===== src/rtl/cpu_pkg.sv =====
// Shared CPU definitions: fetch-stage state encoding and default address width / reset PC.
package cpu_pkg;

  localparam int WIDTH_DEF = 8;
  localparam logic [WIDTH_DEF-1:0] RESET_PC_DEF = '0;

  typedef enum logic {
    S_RUN  = 1'b0,
    S_HALT = 1'b1
  } fetch_state_t;

endpackage


===== src/rtl/fetch_unit.sv =====
// Instruction fetch stage: owns the PC, shares the memory port with execute-stage stores
// (stores win), hands instructions to decode over valid/ready. FETCH_ASSERT_EN adds assertions.
module fetch_unit
  import cpu_pkg::*;
#(
  parameter int WIDTH = WIDTH_DEF,
  parameter logic [WIDTH-1:0] RESET_PC = WIDTH'(RESET_PC_DEF)
) (
  input  logic               clk,
  input  logic               rst_n,
  output logic [WIDTH-1:0]   mem_addr,
  output logic               mem_we,
  output logic [2*WIDTH-1:0] mem_wdata,
  input  logic [2*WIDTH-1:0] mem_rdata,
  output logic               ir_valid,
  input  logic               ir_ready,
  output logic [2*WIDTH-1:0] ir_data,
  output logic [WIDTH-1:0]   ir_pc,
  input  logic               br_valid,
  input  logic [WIDTH-1:0]   br_target,
  input  logic               st_req,
  input  logic [WIDTH-1:0]   st_addr,
  input  logic [2*WIDTH-1:0] st_data,
  input  logic               halt_req,
  output logic               halted
);

  fetch_state_t       state, state_d;
  logic [WIDTH-1:0]   pc_p0, pc_d;
  logic               vld_p1, vld_d;
  logic [2*WIDTH-1:0] ir_data_p1, ir_data_d;
  logic [WIDTH-1:0]   ir_pc_p1, ir_pc_d;

  // Stage p0: shared memory port, store has priority over the fetch address
  always_comb begin
    mem_addr  = st_req ? st_addr : pc_p0;
    mem_we    = st_req && rst_n;
    mem_wdata = st_req ? st_data : '0;
  end

  always_comb begin
    state_d   = state;
    pc_d      = pc_p0;
    vld_d     = vld_p1;
    ir_data_d = ir_data_p1;
    ir_pc_d   = ir_pc_p1;
    case (state)
      S_RUN: begin
        if (halt_req) begin
          vld_d   = 1'b0;
          state_d = S_HALT;
          if (br_valid) pc_d = br_target;
        end else if (br_valid) begin
          pc_d  = br_target;
          vld_d = 1'b0;
        end else if (st_req) begin
          // The store steals this fetch slot; a consumed instruction is not replaced.
          if (vld_p1 && ir_ready) vld_d = 1'b0;
        end else if (!vld_p1 || ir_ready) begin
          ir_data_d = mem_rdata;
          ir_pc_d   = pc_p0;
          vld_d     = 1'b1;
          pc_d      = pc_p0 + 1'b1;
        end
      end
      S_HALT: begin
        vld_d = 1'b0;
        if (br_valid) begin
          pc_d    = br_target;
          state_d = S_RUN;
        end
      end
      default: state_d = S_RUN;
    endcase
  end

  // Stage p1: instruction register
  always_ff @(posedge clk) begin
    if (!rst_n) begin
      state      <= S_RUN;
      pc_p0      <= RESET_PC;
      vld_p1     <= 1'b0;
      ir_data_p1 <= '0;
      ir_pc_p1   <= '0;
    end else begin
      state      <= state_d;
      pc_p0      <= pc_d;
      vld_p1     <= vld_d;
      ir_data_p1 <= ir_data_d;
      ir_pc_p1   <= ir_pc_d;
    end
  end

  assign ir_valid = vld_p1;
  assign ir_data  = ir_data_p1;
  assign ir_pc    = ir_pc_p1;
  assign halted   = (state == S_HALT);

`ifdef FETCH_ASSERT_EN
  a_ir_hold: assert property (@(posedge clk) disable iff (!rst_n)
    ir_valid && !ir_ready && !br_valid && !halt_req |=> $stable(ir_valid) && $stable(ir_data));
  a_we_addr: assert property (@(posedge clk) disable iff (!rst_n)
    mem_we |-> !$isunknown(mem_addr));
  a_halt_empty: assert property (@(posedge clk) disable iff (!rst_n)
    halted |-> !ir_valid);
`endif

endmodule


===== config.mk =====
export PLATFORM = sky130hd
export DESIGN_NAME = fetch_unit
export DESIGN_NICKNAME = d
export VERILOG_FILES = /design/src/rtl/cpu_pkg.sv /design/src/rtl/fetch_unit.sv
export SDC_FILE = /design/constraint.sdc
export NUM_CORES = 1
export LEC_CHECK = 0
export ABC_AREA = 1
export CAP_MARGIN = 20
export CORE_MARGIN = 4
export CORE_UTILIZATION = 38
export CTS_CLUSTER_SIZE = 20
export DETAILED_ROUTE_END_ITERATION = 8
export GPL_ROUTABILITY_DRIVEN = 0
export PLACE_DENSITY = 0.81
export SETUP_SLACK_MARGIN = 0.15
export SYNTH_ARGS = -nofsm -noshare
export SYNTH_HDL_FRONTEND = slang
export SYNTH_SLANG_ARGS = --single-unit

===== constraint.sdc =====
create_clock -name clk -period 1.4 [get_ports clk]
set_clock_uncertainty 0.1 [all_clocks]
set_input_delay 0.28 -clock clk [delete_from_list [all_inputs] [get_ports clk]]
set_output_delay 0.28 -clock clk [all_outputs]
set_load 0.05 [all_outputs]

==> metrics.yaml, run 1 <==
dieHeight_um: 76.6
yosysMostFrequentCell: "nand2_1"
synth-seq-cells: 34
yosys.area.top_type: "dfxtp_1"
cts_buffer_depth: 2
placed_area_sq_um: 3640
dp_cells: 427
rows: 24
cts_root_buf: "clkbuf_8"
ys.flop_type: "dfxtp_1"
die_x_um: 76.6
syn_nets: 320
firstError: "[ERROR DPL-0038] Utilization greater than 100%, impossible to legalize"
ys.warnings.count: 0
status: "aborted with a tool error"
async_flop_share_pct: 0
cts_sinks: 34
yosysUniqueCellTypes: 27
synth_cells: 265
cts.htree.levels: 2
cts_resized: 171
synthTopCellsByArea: "dfxtp_1 38%, nand2_1 18%, a21oi_1 9.0%, nand3_1 7.6%, inv_1 5.2%"
numCtsBuffers: 5
postCtsSetupBuffers: 27
yosys.area.top_type_share_pct: 38.1
netlist_area_sq_um: 1790
synth.avg_cell_area_sq_um: 6.75
synth-seq-area-share_pct: 38.1
ios: 105
port_buffers: 104
dp_hpwl_um: 4950
start_util_pct: 40.2
holdBufCountCts: 0
haltStage: "4_1_cts"
synth_edf_count: 0
synth_common_cells: "88 x nand2_1, 34 x dfxtp_1, 32 x a21oi_1, 27 x nand3_1, 25 x inv_1"
-- through the flow --
| stage | setup TNS, ns | setup WS (ns) | util (%) |
|---|---|---|---|
| detailed placement | -9.58 | -0.312 | 81.8 |
| global placement | -8.19 | -0.281 | 81.8 |
| floorplan | 0 | 0.0272 | - |
-- cells by family after synthesis --
family,share of synthesized area [%]
simple gates,35.4
compound gates,12.9
buf+inv,11.9
flops,38.1
xor+xnor,0.980
fa+ha+maj,0.700
==> run 2, diff against run 1 <==
CORE_UTILIZATION = 25   (was 38)
CTS_CLUSTER_SIZE = unset   (was 20)
PLACE_DENSITY = unset   (was 0.81)
PLACE_DENSITY_LB_ADDON = 0.15   (was unset)
SETUP_SLACK_MARGIN = unset   (was 0.15)
==> run 2 against run 1 <==
  * The flow now finishes, with violations (negative setup slack)
  * Synthesized area stayed put
  * Synthesized cell count stayed put
==> metrics.yaml, run 2 <==
instances_no_fill: 500
yosysMostFrequentCell: "nand2_1"  # unchanged
drv_cap: 0
final_util_pct: 60.4
synth-seq-cells: 34  # unchanged
grt-ovfl-total: 0
setup.worst_path.end_class: "primary output"
finalHoldViolations: 0
grt_max_degree: 25
p_clk_share_pct: 24.2
antenna_found_initial: 0
drv_slew: 0
rrSetupSlack_ns: 0.04
drtPass1Iterations: 4
crit_slowest_cell: "clkdlybuf4s50_1"
p_int_uw: 1990
cts_sinks: 34  # unchanged
max_clock_freq_ghz: 0.697
dieHeight_um: 92.6  # was 76.6 um
finalSetupViolCount: 1
switching_share_pct: 32.6
vias: 2200
synth.avg_cell_area_sq_um: 6.75  # unchanged
min_to: "ir_valid"
dp_cells: 478  # was 427
path_max_fanout: 1
yosys.area.top_type_share_pct: 38.1  # unchanged
crit_path_max_incr_delay_ns: 0.46
coreArea_sq_um: 6870
clock_latency_ns: 0.28
routed_wl_um: 6670
fin_crit_sh_pct: 102
synth_cells: 265  # unchanged
cts_tree: "built"
worst_slew_pin_slew_ns: 0.332
grt_pass1_wl_um: 10200
cp_data_arrival_time_ns: 1.05
port_buffers: 104  # unchanged
drtIter0Drc: 73
leakagePower_uw: 0.00174
async_flop_share_pct: 0  # unchanged
dieArea_sq_um: 8570
r2r_cells: 8
syn_nets: 320  # unchanged
final_common_cell: "nand2_1"
final_cell_mix: "77 x nand2_1, 53 x buf_12, 42 x clkdlybuf4s50_1"
holdBufCountCts: 0  # unchanged
vdd_drop_max_mv: 0.376
r2r_end: "pc_p0[1]"
worstSetupPathType: "in2out"
synth_common_cells: "88 x nand2_1, 34 x dfxtp_1, 32 x a21oi_1, 27 x nand3_1, 25 x inv_1"  # unchanged
wl_per_cell_um: 13.3
grt_pass1_vias: 2104
yosys.area.top_type: "dfxtp_1"  # unchanged
cts_root_buf: "clkbuf_8"  # unchanged
drive_above_1_share_pct: 43.3
drc_errors: 0
synth-seq-area-share_pct: 38.1  # unchanged
cp_data_required_time_ns: 1.02
relSlewSlack_pct: 77.8
post-route-min-period_ns: 1.43
antenna_left: 0
syn_to_final_growth_pct: 132
clk_pin_slew_ns: 0.07
power.density_nw_per_um2: 711
finalWorstSetupSlack_ns: -0.0341
nets: 460
crit_path_cell_trace: "clkdlybuf4s50_1 -> nand2_1 -> o21ai_4 -> buf_12"
combPwrFrac_pct: 40.1
synth_edf_count: 0  # unchanged
dp_hpwl_um: 4910  # was 4950 um
largest_reg_flops: 16
ys.warnings.count: 0  # unchanged
yosysUniqueCellTypes: 27  # unchanged
die_x_um: 92.6  # was 76.6 um
fin_tns_setup_ns: -0.0341
failed_checks: "negative setup slack"
hold_path_class: "in2reg"
rsz0062_at_grt: "yes"
rows: 30  # was 24
netlist_area_sq_um: 1790  # unchanged
ys.flop_type: "dfxtp_1"  # unchanged
min_from: "ir_ready"
status: "finished with violations"  # was aborted with a tool error
insertedDiodeCount: 0
reg2reg_from: "ir_valid"
seqPwrFrac_pct: 35.7
grt_util_all_layers_pct: 14.7
cts_buffer_depth: 2  # unchanged
synthTopCellsByArea: "dfxtp_1 38%, nand2_1 18%, a21oi_1 9.0%, nand3_1 7.6%, inv_1 5.2%"  # unchanged
cts.htree.levels: 2  # unchanged
numCtsBuffers: 5  # unchanged
start_util_pct: 26.0  # was 40.2%
via_per_inst: 4.40
holdPathStages: 4
ios: 105  # unchanged
power.switching_uw: 960
worst_setup_path_start_kind: "primary input"
-- run 2: cell counts after synthesis --
No cell type changed its count.
-- run 2: cell type report --
class / instances / area (sq um)
Fill cell: 608 / 2720
Timing Repair Buffer: 146 / 1990
Multi-Input combinational cell: 190 / 1120
Sequential cell: 34 / 701
Inverter: 28 / 134
Tap cell: 96 / 120
Clock buffer: 6 / 82.6
-- run 2: power groups by stage --
stage / clock network (uW) / logic (uW) / registers, uW
5_1_grt: 775 / 1240 / 1060
6_report: 713 / 1180 / 1050
3_5_place_dp: 0 / 1030 / 1070
4_1_cts: 732 / 1100 / 1050
2_1_floorplan: 0 / 416 / 1130
3_3_place_gp: 0 / 1020 / 1070
-- run 2: worst max-delay path by stage --
stage               startpoint           to  slack (ns)
floorplan               st_req  mem_addr[1]       0.005
global placement      halt_req     ir_pc[1]       -0.40
detailed placement      st_req     pc_p0[5]       -0.43
CTS                   pc_p0[1]  mem_addr[1]       -0.04
global route          pc_p0[1]  mem_addr[1]       -0.07
finish              st_addr[1]  mem_addr[1]       -0.03
-- run 2: logic make-up after synthesis --
logic type / synth area share [%]
AND/OR/NAND/NOR: 35.4
flip-flops: 38.1
adder cells (fa/ha/maj): 0.700
buffers and inverters: 11.9
XOR/XNOR: 0.980
AO/OA/AOI/OAI: 12.9
-- run 2: metrics by stage --
stage	hold slack (ns)	cell area, sq um	setup slack [ns]	power, uW
2_1_floorplan	0.300	1860	0.00523	1540
3_3_place_gp	0.384	3650	-0.402	2090
3_5_place_dp	0.392	3650	-0.431	2100
4_1_cts	0.401	3900	-0.0364	2880
5_1_grt	0.299	4150	-0.0653	3070
6_report	0.278	4150	-0.0341	2950
-- run 2: critical path: cells and delay by family --
kind                   cells  cell delay [ns]
AOI/OAI and AO/OA          1             0.08
and+or+nand+nor            1             0.08
buffers and inverters      2             0.61
-- run 2: what timing repair did --
action,in CTS,in global routing
hold endpoints to repair,0,0
setup endpoints to repair,58,48
cloned,1,3
setup buffers,6,7
pin swaps,12,23
resized for setup,50,55
-- run 2: layer usage --
layer  up-vias  track usage, %  part of all wire [%]
li1       1125               -                     -
met1      1025            18.8                    43
met2        47            25.4                    52
met3         3            3.66                   4.8
met4         0            2.60                  0.21
met5         -               0                     0
No activity file was read; power rests on OpenSTA's default activity.
==> run 3, diff against run 2 <==
CTS_CLUSTER_DIAMETER = 150   (was unset)
GPL_TIMING_DRIVEN = 0   (was unset)
==> run 3 against run 2 <==
  * The run now ends clean
  * Sequential share of layout area increased by 3.7 points
  * Cell area is 17% lower
  * Combinational power decreased by 21%
  * Non-clock buffer count decreased by 8
  * First-iteration DRC count increased by 30%
  * Sequential cell count is the same
  * Cell count down 1.4%
  * Clock power is 9.1% higher
  * Critical path depth down 1
  * Largest power group is now sequential cells
==> metrics.yaml, run 3 (synthesis gave the netlist of run 2 again) <==
status: "finished clean"  # was finished with violations
reg2reg_from: "ir_valid"  # unchanged
cp_data_arrival_time_ns: 1.02  # was 1.05 ns
wl_per_cell_um: 12.8  # was 13.3 um
antenna_found_initial: 0  # unchanged
drv_slew: 0  # unchanged
cts.htree.levels: 2  # unchanged
instances_no_fill: 493  # was 500
drtPass1Iterations: 4  # unchanged
routed_wl_um: 6310  # was 6670 um
vdd_drop_max_mv: 0.413  # was 0.376 mV
nets: 451  # was 460
power.density_nw_per_um2: 801  # was 711 nW/um^2
die_x_um: 92.6  # unchanged
insertedDiodeCount: 0  # unchanged
cts_sinks: 34  # unchanged
rsz0062_at_grt: "yes"  # unchanged
antenna_left: 0  # unchanged
holdPathStages: 2  # was 4
start_util_pct: 26.0  # unchanged
coreArea_sq_um: 6870  # unchanged
ios: 105  # unchanged
worst_slew_pin_slew_ns: 0.528  # was 0.332 ns
max_clock_freq_ghz: 0.714  # was 0.697 GHz
clk_pin_slew_ns: 0.08  # was 0.07 ns
seqPwrFrac_pct: 37.9  # was 35.7%
post-route-min-period_ns: 1.40  # was 1.43 ns
grt_pass1_vias: 1997  # was 2,104
worstSetupPathType: "reg2out"  # was in2out
min_from: "br_valid"  # was ir_ready
drv_cap: 0  # unchanged
dieArea_sq_um: 8570  # unchanged
cp_data_required_time_ns: 1.02  # about the same
drc_errors: 0  # unchanged
cts_tree: "built"  # unchanged
fin_crit_sh_pct: 100  # was 102%
clock_latency_ns: 0.29  # was 0.28 ns
worst_setup_path_start_kind: "flip-flop"  # was primary input
syn_to_final_growth_pct: 92.8  # was 132%
port_buffers: 102  # was 104
leakagePower_uw: 0.00162  # was 0.00174 uW
dieHeight_um: 92.6  # unchanged
setup.worst_path.end_class: "primary output"  # unchanged
dp_hpwl_um: 4480  # was 4910 um
hold_path_class: "in2reg"  # unchanged
p_clk_share_pct: 28.2  # was 24.2%
power.switching_uw: 954  # was 960 uW
r2r_cells: 8  # unchanged
fin_tns_setup_ns: 0  # was -0.0341 ns
finalSetupViolCount: 0  # was 1
r2r_end: "pc_p0[3]"  # was pc_p0[1]
cts_buffer_depth: 2  # unchanged
final_cell_mix: "72 x nand2_1, 32 x clkdlybuf4s50_1, 28 x a21oi_1"  # was 77 x nand2_1, 53 x buf_12, 42 x clkdlybuf4s50_1
holdBufCountCts: 0  # unchanged
dp_cells: 463  # was 478
switching_share_pct: 34.6  # was 32.6%
p_int_uw: 1810  # was 1990 uW
combPwrFrac_pct: 33.9  # was 40.1%
critPathCapture: "mem_addr[1]"  # unchanged
grt_pass1_wl_um: 9610  # was 10,200 um
fin_hold_ws_ns: 0.149  # was 0.278 ns
finalHoldViolations: 0  # unchanged
fillers: 695  # was 608
drtIter0Drc: 95  # was 73
largest_reg_flops: 16  # unchanged
grt-ovfl-total: 0  # unchanged
final_common_cell: "nand2_1"  # unchanged
grt_max_degree: 12  # was 25
via_per_inst: 4.34  # was 4.40
drive_above_1_share_pct: 39.3  # was 43.3%
vias: 2141  # was 2,200
relSlewSlack_pct: 64.8  # was 77.8%
cts_root_buf: "clkbuf_8"  # unchanged
path_max_fanout: 4  # was 1
rrSetupSlack_ns: 0.06  # was 0.04 ns
critPathLaunch: "pc_p0[1]"  # was st_addr[1]
grt_util_all_layers_pct: 14.1  # was 14.7%
numCtsBuffers: 5  # unchanged
rows: 30  # unchanged
-- run 3: worst min-delay path by stage --
| stage | end |
|---|---|
| after floorplan | pc_p0[5] |
| after global placement | ir_data[8] |
| after detailed placement | ir_data[4] |
| after CTS | halted |
| after global routing | halted |
| final | halted |
-- run 3: layout make-up --
class | instances | area [sq um] | area share (%)
plain buffers | 15 | 155 | 4.50
clock buffers | 6 | 82.6 | 2.40
clock inverters | 2 | 12.5 | 0.363
inverters | 28 | 126 | 3.67
multi-input cells | 189 | 1080 | 31.3
flip-flops and latches | 34 | 711 | 20.6
well taps | 96 | 120 | 3.48
repair buffers | 123 | 1160 | 33.7
-- run 3: power groups by stage --
stage	Combinational (uW)	Clock (uW)	Sequential (uW)
after floorplan	416	0	1130
after global placement	812	0	1060
after detailed placement	816	0	1070
after CTS	866	800	1040
after global routing	993	847	1050
final	936	778	1050
-- run 3: critical path: stages, from the launching register on --
cell and delay, ns:
dfxtp_4 0.40, inv_4 0.05, o21ai_4 0.13, buf_8 0.16
-- run 3: per-layer routing --
layer	vias up	routed length (um)	track usage [%]	part of all wire [%]
met5	-	0	0	0
met4	0	81	4.58	1.3
met3	7	329	3.74	5.2
met2	51	3180	23.7	50
met1	975	2720	17.4	43
li1	1108	-	-	-
-- run 3: stage by stage --
stage | worst slack (ns) | instance area (sq um) | utilization (%) | total power [uW]
2_1_floorplan | 0.00523 | 1860 | - | 1540
3_3_place_gp | -0.810 | 3010 | 43.8 | 1880
3_5_place_dp | -0.811 | 3010 | 43.8 | 1880
4_1_cts | -0.0315 | 3260 | 47.5 | 2710
5_1_grt | -0.0384 | 3450 | 50.2 | 2890
6_report | 0.0000109 | 3450 | 50.2 | 2760
-- run 3: what timing repair did --
action,in CTS,in global routing
cloned,1,1
pin swaps,9,27
setup endpoints to repair,84,67
buffers inserted,6,14
gates resized for setup,293,100
